### src/rtl/aes_req_scheduler_if.sv
`default_nettype none
// ============================================================================
// Module   : aes_req_scheduler_if
// Brief    : Requester, response and AES-core signals of aes_req_scheduler.
// Revision : 1.0 - initial release
// ============================================================================
interface aes_req_scheduler_if;
  logic         req0_valid;
  logic         req0_ready;
  logic [127:0] req0_data;
  logic [127:0] req0_key;

  logic         req1_valid;
  logic         req1_ready;
  logic [127:0] req1_data;
  logic [127:0] req1_key;

  logic         rsp_valid;
  logic         rsp_ready;
  logic [127:0] rsp_data;
  logic         rsp_id;
  logic         rsp_err;

  logic         core_en;
  logic [127:0] core_data_in;
  logic [127:0] core_key_in;
  logic [127:0] core_data_out;
  logic         core_data_out_valid;

  logic         busy;

  // Environment side: requesters, response consumer and the AES core.
  modport master (
    output req0_valid, req0_data, req0_key,
    input  req0_ready,
    output req1_valid, req1_data, req1_key,
    input  req1_ready,
    input  rsp_valid, rsp_data, rsp_id, rsp_err,
    output rsp_ready,
    input  core_en, core_data_in, core_key_in,
    output core_data_out, core_data_out_valid,
    input  busy
  );

  // Scheduler side.
  modport slave (
    input  req0_valid, req0_data, req0_key,
    output req0_ready,
    input  req1_valid, req1_data, req1_key,
    output req1_ready,
    output rsp_valid, rsp_data, rsp_id, rsp_err,
    input  rsp_ready,
    output core_en, core_data_in, core_key_in,
    input  core_data_out, core_data_out_valid,
    output busy
  );
endinterface
`default_nettype wire

### src/rtl/aes_req_scheduler.sv
`default_nettype none
// ============================================================================
// Module   : aes_req_scheduler
// Brief    : Round-robin two-requester front end launching one block at a time
//            into the AES-128 core, with watchdog timeout and inter-block gap.
// Revision : 1.0 - initial release
// ============================================================================
module aes_req_scheduler #(
  parameter int TIMEOUT    = 64,
  parameter int GAP_CYCLES = 2
) (
  input  logic               AES_clk,
  input  logic               AES_rst,
  aes_req_scheduler_if.slave bus
);

  typedef enum logic [1:0] {
    S_IDLE = 2'd0,
    S_BUSY = 2'd1,
    S_RESP = 2'd2,
    S_GAP  = 2'd3
  } state_t;

  localparam logic [9:0] c_TO_LAST  = 10'(TIMEOUT - 1);
  localparam logic [3:0] c_GAP_LAST = 4'((GAP_CYCLES > 0) ? (GAP_CYCLES - 1) : 0);
  localparam bit         c_HAS_GAP  = (GAP_CYCLES > 0);

  state_t       r_state;
  state_t       w_state_nxt;
  logic         r_last_grant;
  logic [9:0]   r_to_cnt;
  logic [3:0]   r_gap_cnt;
  logic [127:0] r_core_data_in;
  logic [127:0] r_core_key_in;
  logic [127:0] r_rsp_data;
  logic         r_rsp_id;
  logic         r_rsp_err;

  logic         w_grant;
  logic         w_idle_ok;
  logic         w_req0_rdy;
  logic         w_req1_rdy;
  logic         w_accept;
  logic         w_core_done;
  logic         w_timeout;
  logic         w_rsp_hs;
  logic         w_gap_done;

  // Contention goes to the requester that did not win last time.
  always_comb begin
    w_grant = 1'b0;
    if (bus.req0_valid && bus.req1_valid) begin
      w_grant = ~r_last_grant;
    end else if (bus.req1_valid) begin
      w_grant = 1'b1;
    end
  end

  assign w_idle_ok   = (r_state == S_IDLE) && !AES_rst;
  assign w_req0_rdy  = w_idle_ok && bus.req0_valid && !w_grant;
  assign w_req1_rdy  = w_idle_ok && bus.req1_valid && w_grant;
  assign w_accept    = w_req0_rdy || w_req1_rdy;
  assign w_core_done = (r_state == S_BUSY) && bus.core_data_out_valid;
  assign w_timeout   = (r_state == S_BUSY) && (r_to_cnt == c_TO_LAST);
  assign w_rsp_hs    = (r_state == S_RESP) && bus.rsp_ready;
  assign w_gap_done  = (r_state == S_GAP) && (r_gap_cnt == c_GAP_LAST);

  always_ff @(posedge AES_clk) begin
    if (AES_rst) begin
      r_state <= S_IDLE;
    end else begin
      r_state <= w_state_nxt;
    end
  end

  always_comb begin
    w_state_nxt = r_state;
    case (r_state)
      S_IDLE: begin
        if (w_accept) begin
          w_state_nxt = S_BUSY;
        end
      end
      S_BUSY: begin
        if (w_core_done || w_timeout) begin
          w_state_nxt = S_RESP;
        end
      end
      S_RESP: begin
        if (w_rsp_hs) begin
          w_state_nxt = c_HAS_GAP ? S_GAP : S_IDLE;
        end
      end
      S_GAP: begin
        if (w_gap_done) begin
          w_state_nxt = S_IDLE;
        end
      end
      default: w_state_nxt = S_IDLE;
    endcase
  end

  // Both counters restart whenever their state is not active, so they read 0
  // on the first cycle of each BUSY / GAP visit.
  always_ff @(posedge AES_clk) begin
    if (AES_rst) begin
      r_to_cnt  <= '0;
      r_gap_cnt <= '0;
    end else begin
      r_to_cnt  <= (r_state == S_BUSY) ? (r_to_cnt + 10'd1) : 10'd0;
      r_gap_cnt <= (r_state == S_GAP)  ? (r_gap_cnt + 4'd1) : 4'd0;
    end
  end

  always_ff @(posedge AES_clk) begin
    if (AES_rst) begin
      r_last_grant   <= 1'b1;
      r_core_data_in <= '0;
      r_core_key_in  <= '0;
      r_rsp_data     <= '0;
      r_rsp_id       <= 1'b0;
      r_rsp_err      <= 1'b0;
    end else begin
      if (w_accept) begin
        r_core_data_in <= w_grant ? bus.req1_data : bus.req0_data;
        r_core_key_in  <= w_grant ? bus.req1_key  : bus.req0_key;
        r_rsp_id       <= w_grant;
        r_last_grant   <= w_grant;
      end
      // A core result in the final watchdog cycle still counts as success.
      if (w_core_done) begin
        r_rsp_data <= bus.core_data_out;
        r_rsp_err  <= 1'b0;
      end else if (w_timeout) begin
        r_rsp_data <= '0;
        r_rsp_err  <= 1'b1;
      end
    end
  end

  assign bus.req0_ready   = w_req0_rdy;
  assign bus.req1_ready   = w_req1_rdy;
  assign bus.core_en      = (r_state == S_BUSY);
  assign bus.core_data_in = r_core_data_in;
  assign bus.core_key_in  = r_core_key_in;
  assign bus.rsp_valid    = (r_state == S_RESP);
  assign bus.rsp_data     = r_rsp_data;
  assign bus.rsp_id       = r_rsp_id;
  assign bus.rsp_err      = r_rsp_err;
  assign bus.busy         = (r_state != S_IDLE);

endmodule
`default_nettype wire

### src/flat_wrapper.sv
// flat-port wrapper written by rule: the top's interface ports become plain ports
module aes_req_scheduler_flat 
#(
  parameter int TIMEOUT    = 64,
  parameter int GAP_CYCLES = 2
)
  (AES_clk, AES_rst, bus_req0_valid, bus_req0_data, bus_req0_key, bus_req0_ready, bus_req1_valid, bus_req1_data, bus_req1_key, bus_req1_ready, bus_rsp_valid, bus_rsp_data, bus_rsp_id, bus_rsp_err, bus_rsp_ready, bus_core_en, bus_core_data_in, bus_core_key_in, bus_core_data_out, bus_core_data_out_valid, bus_busy);
  aes_req_scheduler_if bus_i ();
  input  logic AES_clk;
  input  logic AES_rst;
  input wire logic [$bits(bus_i.req0_valid)-1:0] bus_req0_valid;
  input wire logic [$bits(bus_i.req0_data)-1:0] bus_req0_data;
  input wire logic [$bits(bus_i.req0_key)-1:0] bus_req0_key;
  output wire logic [$bits(bus_i.req0_ready)-1:0] bus_req0_ready;
  input wire logic [$bits(bus_i.req1_valid)-1:0] bus_req1_valid;
  input wire logic [$bits(bus_i.req1_data)-1:0] bus_req1_data;
  input wire logic [$bits(bus_i.req1_key)-1:0] bus_req1_key;
  output wire logic [$bits(bus_i.req1_ready)-1:0] bus_req1_ready;
  output wire logic [$bits(bus_i.rsp_valid)-1:0] bus_rsp_valid;
  output wire logic [$bits(bus_i.rsp_data)-1:0] bus_rsp_data;
  output wire logic [$bits(bus_i.rsp_id)-1:0] bus_rsp_id;
  output wire logic [$bits(bus_i.rsp_err)-1:0] bus_rsp_err;
  input wire logic [$bits(bus_i.rsp_ready)-1:0] bus_rsp_ready;
  output wire logic [$bits(bus_i.core_en)-1:0] bus_core_en;
  output wire logic [$bits(bus_i.core_data_in)-1:0] bus_core_data_in;
  output wire logic [$bits(bus_i.core_key_in)-1:0] bus_core_key_in;
  input wire logic [$bits(bus_i.core_data_out)-1:0] bus_core_data_out;
  input wire logic [$bits(bus_i.core_data_out_valid)-1:0] bus_core_data_out_valid;
  output wire logic [$bits(bus_i.busy)-1:0] bus_busy;
  assign bus_i.req0_valid = bus_req0_valid;
  assign bus_i.req0_data = bus_req0_data;
  assign bus_i.req0_key = bus_req0_key;
  assign bus_req0_ready = bus_i.req0_ready;
  assign bus_i.req1_valid = bus_req1_valid;
  assign bus_i.req1_data = bus_req1_data;
  assign bus_i.req1_key = bus_req1_key;
  assign bus_req1_ready = bus_i.req1_ready;
  assign bus_rsp_valid = bus_i.rsp_valid;
  assign bus_rsp_data = bus_i.rsp_data;
  assign bus_rsp_id = bus_i.rsp_id;
  assign bus_rsp_err = bus_i.rsp_err;
  assign bus_i.rsp_ready = bus_rsp_ready;
  assign bus_core_en = bus_i.core_en;
  assign bus_core_data_in = bus_i.core_data_in;
  assign bus_core_key_in = bus_i.core_key_in;
  assign bus_i.core_data_out = bus_core_data_out;
  assign bus_i.core_data_out_valid = bus_core_data_out_valid;
  assign bus_busy = bus_i.busy;
  aes_req_scheduler #(.TIMEOUT(TIMEOUT), .GAP_CYCLES(GAP_CYCLES)) u_core (.AES_clk(AES_clk), .AES_rst(AES_rst), .bus(bus_i));
endmodule
### config.mk
export PLATFORM = sky130hd
export DESIGN_NAME = aes_req_scheduler_flat
export DESIGN_NICKNAME = d
export VERILOG_FILES = /design/src/rtl/aes_req_scheduler_if.sv /design/src/rtl/aes_req_scheduler.sv /design/src/flat_wrapper.sv
export SDC_FILE = /design/constraint.sdc
export NUM_CORES = 1
export LEC_CHECK = 0
export ABC_AREA = 1
export BUFFER_PORTS_ARGS = -buffer_cell sky130_fd_sc_hd__clkbuf_2
export CORE_AREA = 2 2 399 401
export DETAILED_ROUTE_END_ITERATION = 8
export DIE_AREA = 0 0 401 403
export GPL_TIMING_DRIVEN = 0
export PLACE_DENSITY_LB_ADDON = 0.1
export REMOVE_ABC_BUFFERS = 1
export SLEW_MARGIN = 20
export SYNTH_ARGS = -nofsm -noshare
export SYNTH_HDL_FRONTEND = slang
export SYNTH_SLANG_ARGS = --single-unit
### constraint.sdc
create_clock -name AES_clk -period 2.5 [get_ports AES_clk]
set_input_delay 0.75 -clock AES_clk [delete_from_list [all_inputs] [get_ports AES_clk]]
set_output_delay 0.75 -clock AES_clk [all_outputs]
set_load 0.02 [all_outputs]
==> flow_summary.rst <==
.. list-table::
   :header-rows: 1

   * - Metric
     - Value
   * - Worst Slack Setup Final
     - 0.0307 ns
   * - I/O pins
     - roughly 1000
   * - Core Footprint
     - approximately 0.16 mm2
   * - Type of the worst setup path
     - in2out
   * - EDFF count, synth
     - 0
   * - HPWL reported at the end of detailed placement
     - approximately 83000 um
   * - Die Y-Extent
     - between 400 and 500 um
   * - Measured slew at the worst slew-check pin
     - 0.679 ns
   * - Hold Path Class
     - in2reg
   * - Cells after Synth
     - between 2000 and 2500
   * - Worst clock skew
     - ~0.024 ns
   * - Starting DRC count in detailed routing
     - around 1000
   * - Proportion of register bits with asynchronous set or reset after synthesis
     - 0
   * - First-pass iteration count of the detailed router
     - 5
   * - Number of H-tree branching levels
     - 2
   * - Share of Yosys cell area claimed by the top area cell type
     - 0.480
   * - Master cell of the clock root buffer
     - clkbuf_16
   * - Crit. End Element
     - primary output
   * - Fraction of final layout cells sized beyond drive strength 1
     - 0.396
   * - Final worst hold slack
     - about 0.34 ns
   * - CP Max Fanout
     - 19
   * - Global-route usage over all layers
     - 0.146
   * - CP max stage cell
     - clkbuf_16
   * - Worst path cell trace
     - clkbuf_16 -> inv_16 -> buf_16 -> nand3_4 -> a21oi_4 -> buf_8
   * - Area grow syn2layout
     - 60.8%
   * - Placed standard-cell area
     - ~0.024 mm2
   * - Total CTS buffers
     - between 50 and 60
   * - Maximum VDD drop
     - approximately 0.47 mV
   * - DIE AREA
     - approximately 0.16 mm2
   * - Flop-to-flop setup slack
     - 0.14 ns
   * - First-pass GRT wire length
     - around 170000 um
   * - Vias post-DR
     - roughly 20000
   * - Startpoint type of the worst setup path
     - input pin
   * - Met2 wirelength from detailed routing
     - 60700 um
   * - Reported leakage power
     - 0.0119 uW
   * - Fin. max-slew vios
     - 0
   * - Count of synthesis-stage warnings from yosys
     - 0
   * - Final standard cell area without fillers
     - approximately 0.027 mm2
   * - Residual DRC count
     - 0
   * - Port Buffer Count
     - ~1000
   * - Leading area contributor after synthesis
     - dfxtp_1
   * - Sinks on Clock Net
     - between 400 and 500
   * - Largest net degree at the start of global routing
     - approximately 110
   * - Synthesis-stage register bit count
     - between 400 and 500
   * - End-of-flow core utilization
     - 0.172
   * - Cell Pwr Density
     - between 900 and 1000 mW/mm2
   * - Initial cell density of the core
     - 0.107
   * - Avg Vias per Cell
     - between 3 and 4
   * - Total negative slack
     - 0 ns
   * - Leading cell types by total area after synthesis
     - dfxtp_1, nand3_1, a31oi_1
   * - Average detailed-routed wire length per instance
     - ~24 um
   * - Commonest cells in the synthesized netlist
     - dfxtp_1, nand2_1, nand3_1, a31oi_1, o21ai_1
   * - Wire length on met1
     - roughly 51000 um
   * - TritonCTS clock tree
     - yes
   * - Number of antenna-violating nets in the routed design
     - 0
   * - Row cnt
     - ~150
   * - Die Width
     - around 400 um
   * - Register area share after synthesis
     - 0.480
   * - Top_reg_cell synth
     - dfxtp_1
   * - Clock transition at the registers of the reported paths
     - approximately 0.070 ns
   * - Highest layer used for signal routing
     - met5
   * - Multi-input gate area in the final layout
     - 0.00764 mm2
   * - Average footprint of a synthesized cell
     - around 8 um2
   * - Setup slack after placement
     - -2.31 ns
   * - Max cap viols
     - 0
   * - Nets
     - roughly 3700
   * - Total grt overflow
     - 0
   * - Worst path max stage delay
     - 0.19 ns
   * - Status
     - complete, no violations
   * - Number of antenna violations at the first check in global routing
     - 55
   * - Unrepaired setup endpoints after global routing
     - true
   * - Final Hold Viols
     - 0
   * - Tightest slew margin relative to the limit
     - 0.544
   * - Data arrival, critical path
     - around 1.7 ns
   * - Detailed route wirelength on metal3
     - around 11000 um
   * - # fillers
     - about 18000
   * - Number of unique standard cell types used by synthesis
     - 26
   * - Gpl congestion
     - 0.741
   * - Sequential cell area
     - slightly above 0.008 mm2
   * - Clock latency at the later pin of the worst-skew pair
     - 0.65 ns
   * - Total wirelength of the detailed-routed design
     - 126000 um
   * - Number of setup violations in the final report
     - 0
   * - Post-layout min period
     - ~2.5 ns
   * - Via count of the first global-routing pass
     - 20800
   * - Worst Path Required
     - 1.75 ns
   * - Maximum clock rate
     - 405 MHz
   * - Library cell with the highest instance count after synthesis
     - dfxtp_1
   * - Post-Synthesis Cell Area
     - 0.0168 mm2
   * - Longest Clk Path Bufs
     - 3
   * - Portion of the clock cycle consumed by the worst path in the final layout
     - 0.988
-- state kept, by name, summed over array words and instances, names as in the netlist --
signal,cells
u_core.r_gap_cnt,4
u_core.bus.core_data_in,128
u_core.r_state,2
u_core.r_last_grant,1
u_core.r_to_cnt,10
u_core.bus.rsp_data,128
u_core.bus.core_key_in,128
u_core.bus.rsp_err,1
u_core.bus.rsp_id,1
-- final cells by class --
type | count | area share
Timing Repair inverter | 3 | 0.000972
Clock inverter | 10 | 0.00324
Clock buffer | 92 | 0.0666
Antenna cell | 10 | 0.000926
Inverter | 18 | 0.00347
Multi-Input combinational cell | 1497 | 0.283
Tap cell | 2072 | 0.0960
Sequential cell | 403 | 0.299
Timing Repair Buffer | 1097 | 0.247
-- cell usage in the layout (no fill, tap or decap), drive strengths merged, types with 10 or more instances in the layout --
| cell | n |
|---|---|
| clkbuf | 1133 |
| buf | 40 |
| nand2 | 408 |
| nor2 | 21 |
| a31oi | 257 |
| nand3 | 395 |
| o21ai | 258 |
| diode | 10 |
| bufbuf | 16 |
| a21oi | 138 |
| inv | 22 |
| dfxtp | 403 |
-- critical path: cells and delay by family --
| kind | cells | cell delay, ns |
|---|---|---|
| compound gates | 1 | 0.17 |
| buf+inv | 4 | 0.59 |
| simple gates | 1 | 0.12 |
-- report_power, final --
| part | switching (uW) | total [uW] | internal, uW |
|---|---|---|---|
| clock | 3520 | 8490 | 4970 |
| sequential | 730 | 8400 | 7670 |
| combinational | 5980 | 8900 | 2910 |
| total | 10200 | 25800 | 15600 |
-- path summary, 6_finish.rpt --
path | start | end | depth (start not counted)
hold / removal | bus_core_data_out[75] | u_core.bus.rsp_data[75] | 3
setup reg to reg | u_core.r_state[1] | u_core.bus.rsp_data[45] | 7
hold reg to reg | u_core.bus.rsp_err | u_core.bus.rsp_err | 2
setup / recovery | AES_rst | bus_req0_ready | 6
-- kinds of logic (layout without fill, tap and decap cells) --
group | Yosys count | after routing | synth area share
buf+inv | 244 | 1220 | 0.0756
compound gates | 654 | 654 | 0.214
other cells | 0 | 10 | 0
xor+xnor | 3 | 3 | 0.00156
simple gates | 827 | 832 | 0.223
fa+ha+maj | 8 | 8 | 0.00596
flops | 403 | 403 | 0.480
-- routing by layer --
| layer | vias up | global-route usage |
|---|---|---|
| li1 | 9524 | - |
| met2 | 833 | 0.252 |
| met4 | 32 | 0.0367 |
| met5 | - | 0 |
| met3 | 173 | 0.0588 |
| met1 | 9727 | 0.167 |
-- what timing repair did --
action                                  CTS  global route
gates cloned                             26             5
buffers inserted                         13             0
endpoints found under the setup margin  369            61
pin swaps                                 7             3
gates resized for setup                  25             3
hold buffers                              0             0
-- per-stage QoR --
stage,power [uW],std cells
2_1_floorplan,12400,1913
3_3_place_gp,14100,5021
3_5_place_dp,16700,5047
4_1_cts,26300,5188
5_1_grt,27300,5196
6_report,25800,5202
Note: power is estimated with default switching activity, not from simulation.
